<file path="src/rtl/control_pkg.sv">
// Shared types and encodings for the multicycle controller.
// Holds the state enum, opcode encodings and datapath mux select codes.
package control_pkg;

  typedef enum logic [2:0] {
    S_FETCH  = 3'd0,
    S_DECODE = 3'd1,
    S_EXEC   = 3'd2,
    S_MEM    = 3'd3,
    S_WB     = 3'd4,
    S_TRAP   = 3'd7
  } state_t;

  localparam logic [2:0] OP_ADD  = 3'b000;
  localparam logic [2:0] OP_SLI  = 3'b001;
  localparam logic [2:0] OP_J    = 3'b010;
  localparam logic [2:0] OP_JAL  = 3'b011;
  localparam logic [2:0] OP_LW   = 3'b100;
  localparam logic [2:0] OP_SW   = 3'b101;
  localparam logic [2:0] OP_BEQ  = 3'b110;
  localparam logic [2:0] OP_ADDI = 3'b111;

  localparam logic [1:0] ALU_OP_ADD   = 2'b00;
  localparam logic [1:0] ALU_OP_CMP   = 2'b01;
  localparam logic [1:0] ALU_OP_SHIFT = 2'b10;
  localparam logic [1:0] ALU_OP_IMM   = 2'b11;

  localparam logic [1:0] REG_DST_RT   = 2'b00;
  localparam logic [1:0] REG_DST_RD   = 2'b01;
  localparam logic [1:0] REG_DST_LINK = 2'b10;

  localparam logic [1:0] MEM_TO_REG_ALU = 2'b00;
  localparam logic [1:0] MEM_TO_REG_MEM = 2'b01;
  localparam logic [1:0] MEM_TO_REG_PC1 = 2'b10;

endpackage

</file>
<file path="src/rtl/multicycle_control_if.sv">
// Memory handshake between the controller (master) and memory (slave).
// mem_read/mem_write are strobes; mem_ready completes the access.
interface multicycle_control_if;
  logic mem_read;
  logic mem_write;
  logic mem_ready;

  modport master (
    output mem_read,
    output mem_write,
    input  mem_ready
  );

  modport slave (
    input  mem_read,
    input  mem_write,
    output mem_ready
  );
endinterface

</file>
<file path="src/rtl/mem_wait_timer.sv">
// Counts consecutive cycles spent waiting on memory; flags the limit.
// Ports: clk, reset, clear, waiting in; expired out (0 if MEM_TIMEOUT=0).
module mem_wait_timer #(
  parameter int MEM_TIMEOUT = 0,
  parameter int CNT_W       = 8
) (
  input  logic clk,
  input  logic reset,
  input  logic clear,
  input  logic waiting,
  output logic expired
);

  generate
    if (MEM_TIMEOUT == 0) begin : g_off
      logic unused_in;
      assign unused_in = ^{clk, reset, clear, waiting};
      assign expired   = 1'b0;
    end else begin : g_on
      localparam logic [CNT_W-1:0] LIMIT = CNT_W'(MEM_TIMEOUT);
      logic [CNT_W-1:0] cnt_q;

      // Count holds the number of wait cycles already spent; the
      // controller gives up on a further unready cycle at the limit.
      always_ff @(posedge clk) begin
        if (reset || clear) begin
          cnt_q <= '0;
        end else if (waiting && cnt_q != LIMIT) begin
          cnt_q <= cnt_q + 1'b1;
        end
      end

      assign expired = waiting && (cnt_q == LIMIT);
    end
  endgenerate

endmodule

</file>
<file path="src/rtl/multicycle_control.sv">
// Multicycle FETCH/DECODE/EXEC/MEM/WB controller with memory handshake.
// Ports: clk, reset, opcode, zero, mem (handshake), datapath controls,
// sticky illegal_op/bus_error, debug state. Optional perf counters
// instr_count/stall_count when MULTICYCLE_CONTROL_PERF_EN is defined.
module multicycle_control
  import control_pkg::*;
#(
  parameter int OPCODE_W    = 3,
  parameter int MEM_TIMEOUT = 0,
  parameter int CNT_W       = 8
) (
  input  logic                clk,
  input  logic                reset,
  input  logic [OPCODE_W-1:0] opcode,
  input  logic                zero,
  multicycle_control_if.master mem,
  output logic                pc_write,
  output logic                ir_write,
  output logic [1:0]          reg_dst,
  output logic [1:0]          mem_to_reg,
  output logic [1:0]          alu_op,
  output logic                alu_src,
  output logic                jump,
  output logic                branch,
  output logic                reg_write,
  output logic                sign_or_zero,
  output logic                illegal_op,
  output logic                bus_error,
  output logic [2:0]          state
`ifdef MULTICYCLE_CONTROL_PERF_EN
  ,
  output logic [31:0]         instr_count,
  output logic [31:0]         stall_count
`endif
);

  state_t     state_q, state_d;
  logic [2:0] op_q;
  logic       ill_q, bus_q;
  logic       legal, in_mem, waiting, expired;

  assign legal   = (opcode >> 3) == '0;
  assign in_mem  = (state_q == S_FETCH) || (state_q == S_MEM);
  assign waiting = in_mem && !mem.mem_ready && !reset;

  mem_wait_timer #(
    .MEM_TIMEOUT(MEM_TIMEOUT),
    .CNT_W      (CNT_W)
  ) u_timer (
    .clk    (clk),
    .reset  (reset),
    .clear  (!waiting),
    .waiting(waiting),
    .expired(expired)
  );

  always_ff @(posedge clk) begin
    if (reset) begin
      state_q <= S_FETCH;
      op_q    <= OP_ADD;
      ill_q   <= 1'b0;
      bus_q   <= 1'b0;
    end else begin
      state_q <= state_d;
      if (state_q == S_DECODE) begin
        op_q <= opcode[2:0];
        if (!legal) ill_q <= 1'b1;
      end
      if (expired) bus_q <= 1'b1;
    end
  end

  always_comb begin
    state_d       = state_q;
    pc_write      = 1'b0;
    ir_write      = 1'b0;
    reg_dst       = REG_DST_RT;
    mem_to_reg    = MEM_TO_REG_ALU;
    alu_op        = ALU_OP_ADD;
    alu_src       = 1'b0;
    jump          = 1'b0;
    branch        = 1'b0;
    reg_write     = 1'b0;
    sign_or_zero  = 1'b1;
    mem.mem_read  = 1'b0;
    mem.mem_write = 1'b0;
    unique case (state_q)
      S_FETCH: begin
        mem.mem_read = 1'b1;
        if (mem.mem_ready) begin
          ir_write = 1'b1;
          pc_write = 1'b1;
          state_d  = S_DECODE;
        end else if (expired) begin
          state_d = S_TRAP;
        end
      end
      S_DECODE: state_d = legal ? S_EXEC : S_TRAP;
      S_EXEC: begin
        unique case (op_q)
          OP_ADD: state_d = S_WB;
          OP_SLI: begin
            alu_op       = ALU_OP_SHIFT;
            alu_src      = 1'b1;
            sign_or_zero = 1'b0;
            state_d      = S_WB;
          end
          OP_ADDI: begin
            alu_op  = ALU_OP_IMM;
            alu_src = 1'b1;
            state_d = S_WB;
          end
          OP_LW, OP_SW: begin
            alu_op  = ALU_OP_IMM;
            alu_src = 1'b1;
            state_d = S_MEM;
          end
          OP_BEQ: begin
            alu_op   = ALU_OP_CMP;
            branch   = 1'b1;
            pc_write = zero;
            state_d  = S_FETCH;
          end
          OP_J: begin
            jump     = 1'b1;
            pc_write = 1'b1;
            state_d  = S_FETCH;
          end
          OP_JAL: begin
            jump       = 1'b1;
            pc_write   = 1'b1;
            reg_write  = 1'b1;
            reg_dst    = REG_DST_LINK;
            mem_to_reg = MEM_TO_REG_PC1;
            state_d    = S_FETCH;
          end
          default: state_d = S_FETCH;
        endcase
      end
      S_MEM: begin
        mem.mem_read  = (op_q == OP_LW);
        mem.mem_write = (op_q != OP_LW);
        if (mem.mem_ready) begin
          state_d = (op_q == OP_LW) ? S_WB : S_FETCH;
        end else if (expired) begin
          state_d = S_TRAP;
        end
      end
      S_WB: begin
        reg_write  = 1'b1;
        reg_dst    = (op_q == OP_ADD) ? REG_DST_RD : REG_DST_RT;
        mem_to_reg = (op_q == OP_LW) ? MEM_TO_REG_MEM : MEM_TO_REG_ALU;
        state_d    = S_FETCH;
      end
      S_TRAP: state_d = S_TRAP;
      default: state_d = S_FETCH;
    endcase
    // Reset aborts whatever is in flight: no strobe or write this cycle.
    if (reset) begin
      state_d       = S_FETCH;
      pc_write      = 1'b0;
      ir_write      = 1'b0;
      reg_dst       = REG_DST_RT;
      mem_to_reg    = MEM_TO_REG_ALU;
      alu_op        = ALU_OP_ADD;
      alu_src       = 1'b0;
      jump          = 1'b0;
      branch        = 1'b0;
      reg_write     = 1'b0;
      sign_or_zero  = 1'b1;
      mem.mem_read  = 1'b0;
      mem.mem_write = 1'b0;
    end
  end

  assign illegal_op = ill_q && !reset;
  assign bus_error  = bus_q && !reset;
  assign state      = reset ? S_FETCH : state_q;

`ifdef MULTICYCLE_CONTROL_PERF_EN
  logic [31:0] instr_q, stall_q;
  logic        retire;

  assign retire = (state_d == S_FETCH) &&
                  (state_q == S_EXEC || state_q == S_MEM ||
                   state_q == S_WB);

  always_ff @(posedge clk) begin
    if (reset) begin
      instr_q <= '0;
      stall_q <= '0;
    end else begin
      if (retire) instr_q <= instr_q + 32'd1;
      if (waiting) stall_q <= stall_q + 32'd1;
    end
  end

  assign instr_count = reset ? '0 : instr_q;
  assign stall_count = reset ? '0 : stall_q;
`endif

endmodule

</file>
<file path="src/flat_wrapper.sv">
// flat-port wrapper written by rule: the top's interface ports become plain ports
module multicycle_control_flat import control_pkg::*;
#(
  parameter int OPCODE_W    = 3,
  parameter int MEM_TIMEOUT = 0,
  parameter int CNT_W       = 8
)
  (clk, reset, opcode, zero, pc_write, ir_write, reg_dst, mem_to_reg, alu_op, alu_src, jump, branch, reg_write, sign_or_zero, illegal_op, bus_error, state, mem_mem_read, mem_mem_write, mem_mem_ready);
  multicycle_control_if mem_i ();
  input  logic clk;
  input  logic reset;
  input  logic [OPCODE_W-1:0] opcode;
  input  logic zero;
  output logic pc_write;
  output logic ir_write;
  output logic [1:0] reg_dst;
  output logic [1:0] mem_to_reg;
  output logic [1:0] alu_op;
  output logic alu_src;
  output logic jump;
  output logic branch;
  output logic reg_write;
  output logic sign_or_zero;
  output logic illegal_op;
  output logic bus_error;
  output logic [2:0] state;
  output wire logic [$bits(mem_i.mem_read)-1:0] mem_mem_read;
  output wire logic [$bits(mem_i.mem_write)-1:0] mem_mem_write;
  input wire logic [$bits(mem_i.mem_ready)-1:0] mem_mem_ready;
  assign mem_mem_read = mem_i.mem_read;
  assign mem_mem_write = mem_i.mem_write;
  assign mem_i.mem_ready = mem_mem_ready;
  multicycle_control #(.OPCODE_W(OPCODE_W), .MEM_TIMEOUT(MEM_TIMEOUT), .CNT_W(CNT_W)) u_core (.clk(clk), .reset(reset), .opcode(opcode), .zero(zero), .mem(mem_i), .pc_write(pc_write), .ir_write(ir_write), .reg_dst(reg_dst), .mem_to_reg(mem_to_reg), .alu_op(alu_op), .alu_src(alu_src), .jump(jump), .branch(branch), .reg_write(reg_write), .sign_or_zero(sign_or_zero), .illegal_op(illegal_op), .bus_error(bus_error), .state(state));
endmodule
</file>
<file path="config.mk">
export PLATFORM = sky130hd
export DESIGN_NAME = multicycle_control_flat
export DESIGN_NICKNAME = d
export VERILOG_FILES = /design/src/rtl/control_pkg.sv /design/src/rtl/multicycle_control_if.sv /design/src/rtl/mem_wait_timer.sv /design/src/rtl/multicycle_control.sv /design/src/flat_wrapper.sv
export SDC_FILE = /design/constraint.sdc
export NUM_CORES = 1
export LEC_CHECK = 0
export ABC_AREA = 0
export ABC_CLOCK_PERIOD_IN_PS = 1500
export BUFFER_PORTS_ARGS = -buffer_cell sky130_fd_sc_hd__clkbuf_2
export CAP_MARGIN = 20
export CELL_PAD_IN_SITES_DETAIL_PLACEMENT = 1
export CELL_PAD_IN_SITES_GLOBAL_PLACEMENT = 1
export CORE_ASPECT_RATIO = 1.25
export CORE_MARGIN = 4
export CORE_UTILIZATION = 33
export CTS_BUF_LIST = sky130_fd_sc_hd__clkbuf_4 sky130_fd_sc_hd__clkbuf_8
export DETAILED_ROUTE_END_ITERATION = 10
export PLACE_DENSITY = 0.81
export SETUP_SLACK_MARGIN = 0.2
export SYNTH_ARGS = -nofsm -noshare
export SYNTH_HDL_FRONTEND = slang
export SYNTH_HIERARCHICAL = 1
export SYNTH_SLANG_ARGS = --single-unit
</file>
<file path="constraint.sdc">
create_clock -name clk -period 1.5 [get_ports clk]
set_clock_uncertainty 0.2 [all_clocks]
set_input_delay 0.075 -clock clk [delete_from_list [all_inputs] [get_ports clk]]
set_output_delay 0.075 -clock clk [all_outputs]
set_load 0.01 [all_outputs]
</file>
; Yosys cells after proc, flatten, opt, wreduce, memory -nomap -nowiden
; Index checks and enable logic that the tools add are counted.
[word_totals]
reg_bits = 6
input_bits = 7
elab_cells = 67
[classes]
eq_ne = 15
muxes = 41
reduce_logical = 9
[ops]
columns = operator, count
row1 = $mux W1, 23
row2 = $eq A3 B3 Y1 const B, 6
row3 = $pmux W3 S5, 1
row4 = $eq A3 B2 Y1 const B, 4
row5 = $mux W3, 4
row6 = $mux W2, 5
row7 = $pmux W3 S3, 1
row8 = $reduce_or A3 Y1, 3
row9 = $pmux W1 S2, 4
row10 = $pmux W2 S2, 2
row11 = $eq A3 B1 Y1 const B, 2
row12 = $logic_not A3 Y1, 2
row13 = $pmux W2 S3, 1
row14 = $ne A2 B2 Y1 const B, 2
row15 = $reduce_or A2 Y1, 2
row16 = $reduce_or A4 Y1, 1
row17 = $ne A3 B3 Y1 const B, 1
row18 = $reduce_and A2 Y1, 1

; Logic depth before layout (Yosys ltp)
; Gate-level depths: netlist of run 1.
[logic_depth]
depth_word = 5
mapped_depth = 5
ltp_nobuf = 3

; Modules after synthesis
; Netlist of run 1, hierarchy kept.
[by_module_without_submodules]
columns = module, instances, cells_each, area_per_inst_um2, seq_area_each_um2
row1 = multicycle_control, 1, 82, 621.8, 140.1
row2 = mem_wait_timer, 1, 2, 11.3, 0.0

; Worst setup path after synthesis of run 1
; Ideal clock, no wire load.
[synth_path]
path_kind = reg-to-output
start = register u_core.state_q[2]
end = output reg_dst[1]
t_arrival_ps = 1368
required_time_ps = 1225
slack_ps = -143
stages_incl_launch_ff = 6
path_buffers = 2
cell_sequence = dfxtp_1 buf_6 nor4b_4 nand2_1 nor3_1 buf_4
[synth_between]
elab_chain_len = 3
word_cells_on_any_way = 4
cone_classes = 2 x eq/ne / 2 x mux
[synth_rtl]
columns = element, line_no
row1 = from (decl), multicycle_control.sv:37  ; state_t state_q, state_d;
row2 = from (signal assigned), multicycle_control.sv:64  ; state_q <= state_d;
row3 = $eq A3 B3 Y1 or $eq A3 B2 Y1 (tied branches), multicycle_control.sv:87  ; unique case (state_q)
row4 = $pmux W2 S2 *, multicycle_control.sv:87
row5 = $mux W2 *, multicycle_control.sv:159  ; if (reset) begin
row6 = to (decl), flat_wrapper.sv:16  ; output logic [1:0] reg_dst;
; Every way passes the cells marked *; elsewhere a longest branch is shown, timed or not.

; Final worst setup path of run 1
[layout_path]
start = register u_core.state_q[2]
end = output branch
[layout_between]
elab_chain_len = 3
[layout_rtl]
columns = element, line_no
row1 = $eq A3 B2 Y1, multicycle_control.sv:87
row2 = $mux W1, multicycle_control.sv:87
row3 = $mux W1, multicycle_control.sv:159
row4 = to (decl), flat_wrapper.sv:21  ; output logic branch;
; Every way passes these cells.

==> results of run 1 <==
power groups by stage:
stage / Sequential [mW] / Clock [mW] / Combinational (mW)
after floorplan: 0.224 / 0 / 0.200
after global placement: 0.250 / 0 / 0.262
after detailed placement: 0.250 / 0 / 0.277
after CTS: 0.247 / 0.202 / 0.383
after global routing: 0.256 / 0.223 / 0.531
final: 0.255 / 0.200 / 0.505
critical path: stages, from the launching register on:
cell	delay, ns
dfxtp_4	0.37
nor4b_4	0.32
buf_4	0.18
and2_4	0.14
and3_4	0.17
buf_6	0.09
final cells by class:
cell class                      instances  area, sq um
Fill cell                             192          578
Multi-Input combinational cell         63          514
Timing Repair Buffer                   55          464
Sequential cell                         7          160
Clock buffer                            4         30.0
Tap cell                               19         23.8
Inverter                                3         16.3
per-stage QoR:
step | area (sq um) | total power [mW] | hold slack (ns) | util (%) | setup WS, ns
6_report | 1210 | 0.959 | 0.0570 | 67.6 | -0.310
5_1_grt | 1210 | 1.01 | 0.0663 | 67.6 | -0.378
4_1_cts | 1040 | 0.832 | 0.00512 | 58.2 | -0.276
3_5_place_dp | 806 | 0.528 | 0.129 | 45.1 | -0.0406
3_3_place_gp | 806 | 0.512 | 0.108 | 45.1 | 0.0300
2_1_floorplan | 636 | 0.424 | -0.00243 | - | 0.0395
timing repair:
action | CTS | global route
hold buffers | 4 | 0
hold endpoints to repair | 4 | 0
pin swaps | 9 | 12
setup buffers | 7 | 8
resized for setup | 32 | 40
endpoints found under the setup margin | 24 | 24
worst min-delay path by stage:
stage / to / slack [ns] / cells past startpoint
finish: u_core/state_q[2] / 0.06 / 2
global route: u_core/state_q[2] / 0.07 / 2
CTS: u_core/state_q[2] / 0.005 / 2
detailed placement: u_core/op_q[0] / 0.13 / 3
global placement: u_core/op_q[1] / 0.11 / 3
floorplan: state[1] / -0.002 / 1
routing by layer:
metal  up-vias  GRT usage, %  share of wire, %  wire length [um]
li1        377             -                 -                 -
met3         2          3.85               5.9               203
met4         0          9.88              0.41                14
met5         -             0                 0                 0
met2        37          43.1                51              1770
met1       404          29.7                42              1460
registers in the layout, indices dropped and copies added, names as in the netlist:
name	count
u_core/state_q	3
u_core/op_q	3
u_core/bus_q	1
==> metrics.yaml, run 1 <==
drt:
  post_drt_wl_per_cell_um: 22.9
  first_pass_iters: 4
  drtIter0Drc: 25
  detail_route.wirelength_mm: 3.45
  antenna_left: 0
  drc: 0
  dr_total_vias: 820
  viasPerCell: 5.43
grt:
  gr-usage-all-layers_pct: 25.2
  grt_pass1_vias: 850
  antenna_found_initial: 0
  grt_pass1_wl_mm: 4.73
  grt-ovfl-total: 0
  grt_start_max_net_pins: 10
logic_synthesis:
  synth_cells: 82
  syn_avg_cell_area_sq_um: 7.58
  netlist_area_sq_um: 622
  ys.warnings.count: 6
  synth_nets: 89
timing:
  clock.fmax_mhz: 552
  setup_violations: 19
  rsz0062_at_grt: "true"
  period_share_pct: 121
  fin_ws_ns: -0.310
  hold_viol_final: 0
  final.min_clock_period_ns: 1.81
  drv_slew: 0
  tns_ns: -2.99
layout:
  final_nets: 140
  antenna_cells: 0
  final_common_cell: "buf_6"
  area_growth_syn_to_layout_pct: 94.4
  final_cells: 151
  layout_common_cells: "buf_6 (17), buf_4 (15), clkbuf_2 (10)"
  drive_gt1_share_pct: 65.2
power_and_ir_drop:
  seqPwrFrac_pct: 26.6
  internal-power_mw: 0.587
  p_leak_nw: 0.540
  p_comb_share_pct: 52.6
  powerDensity_mw_per_mm2: 794
  irDropWorstVdd_uv: 643
  pwr-share-clk_pct: 20.8
  p_sw_share_pct: 38.8
  power.net_switching_mw: 0.373
clock_tree:
  cts_sinks: 7
  cts_tree: "done"
  path_clk_slew_ns: 0.06
  cts_buffer_depth: 2
  cts_made_buffers: 3
  clock_latency_ns: 0.25
  h-tree-depth: 1
  cts-root-buf: "clkbuf_4"
setup_path:
  r2r_start: "u_core/state_q[1]"
  cp-startpoint: "u_core/state_q[2]"
  r2r_slack_ns: -0.05
  cp.required_ns: 1.22
  reg2reg_to: "u_core/op_q[2]"
  crit_path_end_kind: "output port"
  start_kind: "flip-flop"
  reg2reg_depth: 5
  cp-endpoint: "branch"
  critPathKind: "reg2out"
  cp_max_fo: 4
  cp.arrival_ns: 1.54
die:
  std_cell_rows: 17
  die_area_sq_mm: 0.00265
  start_util_pct: 34.8
  die_width_um: 46.8
  die_h_um: 56.5
  core_area_sq_mm: 0.00179
  pin_count: 27
run:
  drv_cap: 0
placement:
  dp_cells: 128
  io_buffers: 25
  gp_congestion: 0.769
  hpwl_mm: 1.69
min_path:
  min_path_type: "in2reg"
  worstHoldStart: "reset"
status:
  violations: "negative setup slack"
  run_status: "complete, but fails checks"
No activity file was read; power rests on OpenSTA's default activity.
==> inputs of run 2 (changes only) <==
- CORE_MARGIN: 4 -> 10
==> run 2 against run 1 <==
The run still ends with negative setup slack left. Cell area rose by 1.4%. Via count rose by 4.9%. Die area rose by 52%. Sequential power fell by 4%. Routed wire length rose by 5.3%. Combinational power rose by 12%. Sequential cell count did not move. Clock-buffer cell count did not move. Worst hold slack improved by 0.019 ns. Critical path depth fell by 1. Largest power group unchanged. Highest routed layer unchanged.
==> metrics.yaml, run 2 (synthesis gave the netlist of run 1 again) <==
status:
  run_status: "complete, but fails checks"
  violations: "negative setup slack"
drt:
  detail_route.wirelength_mm: 3.64  # +5.3%
  dr_total_vias: 860  # +4.9%
  antenna_left: 0  # unchanged
  first_pass_iters: 4  # unchanged
  drtIter0Drc: 8  # -68%
  viasPerCell: 5.55  # +2.2%
  drc: 0  # unchanged
  post_drt_wl_per_cell_um: 23.5  # +2.6%
setup_path:
  critPathKind: "reg2out"
  r2r_slack_ns: -0.16  # -0.11 ns
  cp-endpoint: "branch"
  r2r_start: "u_core/state_q[0]"
  cp-startpoint: "u_core/state_q[0]"
  reg2reg_to: "u_core/op_q[2]"
  cp.arrival_ns: 1.51  # -0.03 ns
  crit_path_end_kind: "output port"
  cp.required_ns: 1.22  # about the same
  start_kind: "flip-flop"
  cp_max_fo: 3  # -1
  reg2reg_depth: 6  # +1
placement:
  placed_area_sq_um: 828  # +2.8%
  hpwl_mm: 1.79  # +5.7%
  io_buffers: 25  # unchanged
  gp_congestion: 0.831  # +8.0%
timing:
  period_share_pct: 119  # -1.8 points
  rsz0062_at_grt: "true"
  fin_ws_ns: -0.283  # +0.0270 ns
  hold_viol_final: 0  # unchanged
  fin_hold_ws_ns: 0.0758  # +0.0188 ns
  final.min_clock_period_ns: 1.78  # -0.0270 ns
  setup_violations: 21  # +2
  clock.fmax_mhz: 561  # +1.5%
  tns_ns: -3.86  # -0.874 ns
  drv_slew: 0  # unchanged
layout:
  final_nets: 144  # +2.9%
  antenna_cells: 0  # unchanged
  drive_gt1_share_pct: 71.3  # +6.2 points
  layout_common_cells: "buf_4 (21), buf_6 (15), clkbuf_2 (10), buf_2 (10), nor2_1 (8)"
  area_growth_syn_to_layout_pct: 97.2
  top_regs: "u_core/op_q x3, u_core/state_q x3, u_core/bus_q x1"
  final_common_cell: "buf_4"
  post-route-util_pct: 68.6  # +0.98 points
  design_area_sq_mm: 0.00123  # +1.4%
run:
  drv_cap: 0  # unchanged
grt:
  grt_pass1_wl_mm: 4.42  # -6.6%
  antenna_found_initial: 0  # unchanged
  grt_start_max_net_pins: 11  # +1
  grt_pass1_vias: 860  # +1.2%
  grt-ovfl-total: 0  # unchanged
  gr-usage-all-layers_pct: 14.2  # -11 points
min_path:
  min_path_type: "in2reg"
  worstHoldPathCells: 3  # +1
die:
  core_area_sq_mm: 0.00179  # unchanged
  die_width_um: 58.8  # +26%
  die_area_sq_mm: 0.00403  # +52%
  start_util_pct: 34.8  # unchanged
  std_cell_rows: 17  # unchanged
  pin_count: 27  # unchanged
  die_h_um: 68.5  # +21%
clock_tree:
  path_clk_slew_ns: 0.06  # about the same
  clock_latency_ns: 0.28  # +0.03 ns
  cts_made_buffers: 3  # unchanged
  cts_buffer_depth: 2  # unchanged
  cts-root-buf: "clkbuf_4"
  cts_sinks: 7  # unchanged
  h-tree-depth: 1  # unchanged
  cts_tree: "done"
power_and_ir_drop:
  irDropWorstVdd_uv: 514  # -20%
  p_leak_nw: 0.560  # +3.7%
  powerDensity_mw_per_mm2: 837  # +5.4%
run 2: worst min path at each step:
stage | from | end | slack, ns
5_1_grt | mem_mem_ready | u_core/state_q[0] | 0.11
3_5_place_dp | opcode[1] | u_core/op_q[1] | 0.13
2_1_floorplan | reset | state[1] | -0.002
4_1_cts | mem_mem_ready | u_core/state_q[0] | 0.05
6_report | mem_mem_ready | u_core/state_q[0] | 0.08
3_3_place_gp | opcode[1] | u_core/op_q[1] | 0.11
run 2: area by class of cell:
cell class                      instances  area (sq um)
Clock buffer                            4          30.0
Fill cell                             199           561
Inverter                                3          11.3
Multi-Input combinational cell         63           547
Sequential cell                         7           158
Tap cell                               19          23.8
Timing Repair Buffer                   59           457
run 2: worst max-delay path, cell delays in order (launching register included):
cell and delay [ns]:
dfxtp_4 0.36, nor4b_4 0.38, and2_4 0.21, and3_1 0.15, buf_2 0.13
run 2: where the power goes:
part | switching, mW | internal (mW) | total, mW
clock | 0.0937 | 0.121 | 0.215
sequential | 0.0322 | 0.212 | 0.244
combinational | 0.276 | 0.292 | 0.568
run 2: repair_timing:
item | in CTS | in global routing
setup buffers | 8 | 9
pin swaps | 15 | 14
resized for setup | 32 | 39
hold buffers | 3 | 0
hold endpoints to repair | 3 | 0
endpoints found under the setup margin | 24 | 23
run 2: routing by layer:
metal	vias to the layer above	GRT usage [%]	routed length (um)
met1	416	13.4	1390
met3	18	3.29	187
met2	35	27.6	1870
li1	391	-	-
met5	-	0	0
met4	0	7.47	193
run 2: through the flow:
stage | std cells | setup WS, ns | power, mW
final | 155 | -0.283 | 1.03
after global routing | 155 | -0.337 | 1.07
after CTS | 146 | -0.227 | 0.861
after detailed placement | 131 | -0.00914 | 0.543
after global placement | 131 | 0.0539 | 0.530
after floorplan | 82 | 0.0395 | 0.424
==> inputs of run 3 (changes only) <==
- ABC_CLOCK_PERIOD_IN_PS: 1500 -> default
- RECOVER_POWER: default -> 100
==> run 3 against run 2 <==
The flow still finishes with violations (negative setup slack). Critical path depth is the same. Total power grew 0.46%. Clock-buffer cell count is the same. First-iteration DRC count grew 140%. Sequential share of layout area is essentially flat. Critical endpoint unchanged. Highest routed layer unchanged.
==> metrics.yaml, run 3 (synthesis gave the netlist of run 1 again) <==
status:
  run_status: "complete, but fails checks"
  violations: "negative setup slack"
placement:
  gp_congestion: 0.831  # unchanged
  dp_cells: 131  # unchanged
  io_buffers: 25  # unchanged
  hpwl_mm: 1.79  # unchanged
die:
  std_cell_rows: 17  # unchanged
  die_h_um: 68.5  # unchanged
  core_area_sq_mm: 0.00179  # unchanged
  pin_count: 27  # unchanged
  die_width_um: 58.8  # unchanged
  start_util_pct: 34.8  # unchanged
  die_area_sq_mm: 0.00403  # unchanged
timing:
  setup_violations: 21  # unchanged
  rsz0062_at_grt: "true"
  drv_slew: 0  # unchanged
  clock.fmax_mhz: 558  # -0.48%
  final.min_clock_period_ns: 1.79  # +0.00864 ns
  fin_hold_ws_ns: 0.0700  # -0.00578 ns
  fin_ws_ns: -0.292  # -0.00864 ns
  hold_viol_final: 0  # unchanged
  tns_ns: -4.00  # -0.140 ns
  period_share_pct: 119  # +0.58 points
setup_path:
  r2r_start: "u_core/state_q[0]"
  reg2reg_to: "u_core/op_q[2]"
  cp.arrival_ns: 1.52  # about the same
  slowest_stage: "nor4b_4"
  cp.required_ns: 1.22  # about the same
  crit_path_end_kind: "output port"
  cpPeakStageDelay_ns: 0.38  # about the same
  cp_top_family: "simple AND/OR/NAND/NOR gates"
  crit_chain: "nor4b_4 > and2_4 > and3_1 > buf_2"
  start_kind: "flip-flop"
  reg2reg_depth: 6  # unchanged
  path_buf_inv: 1  # unchanged
  critPathKind: "reg2out"
  cp_max_fo: 3  # unchanged
  r2r_slack_ns: -0.16  # about the same
grt:
  grt_pass1_vias: 860  # unchanged
  gr-usage-all-layers_pct: 14.2  # unchanged
  grt_start_max_net_pins: 11  # unchanged
  grt-ovfl-total: 0  # unchanged
  antenna_found_initial: 0  # unchanged
  grt_pass1_wl_mm: 4.42  # unchanged
drt:
  antenna_left: 0  # unchanged
  viasPerCell: 5.57  # +0.47%
  drc: 0  # unchanged
  post_drt_wl_per_cell_um: 23.6  # +0.66%
  dr_total_vias: 864  # +0.47%
  detail_route.wirelength_mm: 3.66  # +0.66%
  first_pass_iters: 4  # unchanged
  drtIter0Drc: 19  # +11
clock_tree:
  cts_buffer_depth: 2  # unchanged
  cts_sinks: 7  # unchanged
  path_clk_slew_ns: 0.06  # about the same
  clock_latency_ns: 0.28  # about the same
  cts_made_buffers: 3  # unchanged
  h-tree-depth: 1  # unchanged
  cts_tree: "done"
  cts-root-buf: "clkbuf_4"
run:
  drv_cap: 0  # unchanged
layout:
  regArea_sq_um: 158  # unchanged
  layout_common_cells: "buf_4 (21), buf_6 (15), buf_2 (10)"
  final_common_cell: "buf_4"
  top_regs: "u_core/op_q x3, u_core/state_q x3, u_core/bus_q x1"
  n_fill_cell: 198  # -0.50%
  final_nets: 144  # unchanged
  antenna_cells: 0  # unchanged
  multi_input_area_sq_um: 547  # unchanged
  drive_gt1_share_pct: 70.6  # -0.74 points
  final_cells: 155  # unchanged
  area_growth_syn_to_layout_pct: 97.0
power_and_ir_drop:
  powerDensity_mw_per_mm2: 842  # +0.57%
  p_leak_nw: 0.557  # -0.59%
  irDropWorstVdd_uv: 526  # +2.3%
min_path:
  worstHoldStart: "mem_mem_ready"
  worstHoldPathCells: 3  # unchanged
  hold_path_end: "u_core/state_q[0]"
  min_path_type: "in2reg"
[run 3: changes by cell type in the layout (fill, tap and decap cells not counted)]
cell      before  now
clkbuf_1       0    1
clkbuf_2      10    9
[run 3: worst max-delay path by stage]
stage	startpoint	end	slack (ns)	cells after the start
final	u_core/state_q[0]	branch	-0.29	4
after detailed placement	u_core/state_q[0]	branch	-0.009	4
after CTS	u_core/state_q[2]	reg_write	-0.23	4
after global routing	u_core/state_q[0]	reg_write	-0.34	4
after global placement	u_core/state_q[0]	reg_write	0.05	4
after floorplan	u_core/state_q[2]	reg_dst[1]	0.04	5
[run 3: layout make-up]
type / instances / share of cell area [%]
Inverter: 3 / 0.919
Tap cell: 19 / 1.94
Clock buffer: 4 / 2.45
Multi-Input combinational cell: 63 / 44.6
Sequential cell: 7 / 12.9
Timing Repair Buffer: 59 / 37.2
[run 3: worst reg2reg max path, cell delays in order, from the launching register on]
cell     delay [ns]
dfxtp_4        0.37
buf_4          0.11
buf_6          0.11
buf_4          0.12
nor3b_4        0.32
mux2i_1        0.26
nor2_1         0.06
[run 3: through the flow]
stage | instance area (sq um) | utilization, % | power (mW) | worst slack (ns)
after floorplan | 636 | - | 0.424 | 0.0395
after global placement | 828 | 46.4 | 0.530 | 0.0539
after detailed placement | 828 | 46.4 | 0.543 | -0.00914
after CTS | 1050 | 59.0 | 0.861 | -0.227
after global routing | 1220 | 68.6 | 1.07 | -0.337
final | 1220 | 68.6 | 1.03 | -0.292
[run 3: repair_timing]
| action | CTS | global route |
|---|---|---|
| setup buffers | 8 | 9 |
| gates resized for setup | 32 | 39 |
| endpoints found under the setup margin | 24 | 23 |
| hold endpoints to repair | 3 | 0 |
| pin swaps | 15 | 14 |
| hold buffers | 3 | 0 |
[run 3: where the power goes]
group	switching (mW)	internal, mW
Combinational	0.277	0.291
Clock	0.0973	0.121
Sequential	0.0327	0.212
Total	0.407	0.624
[run 3: metal layers]
metal | up-vias | GRT usage (%) | share of wire, %
met2 | 37 | 27.6 | 51
li1 | 391 | - | -
met4 | 0 | 7.47 | 5.3
met3 | 18 | 3.29 | 5.4
met1 | 418 | 13.4 | 38
met5 | - | 0 | 0
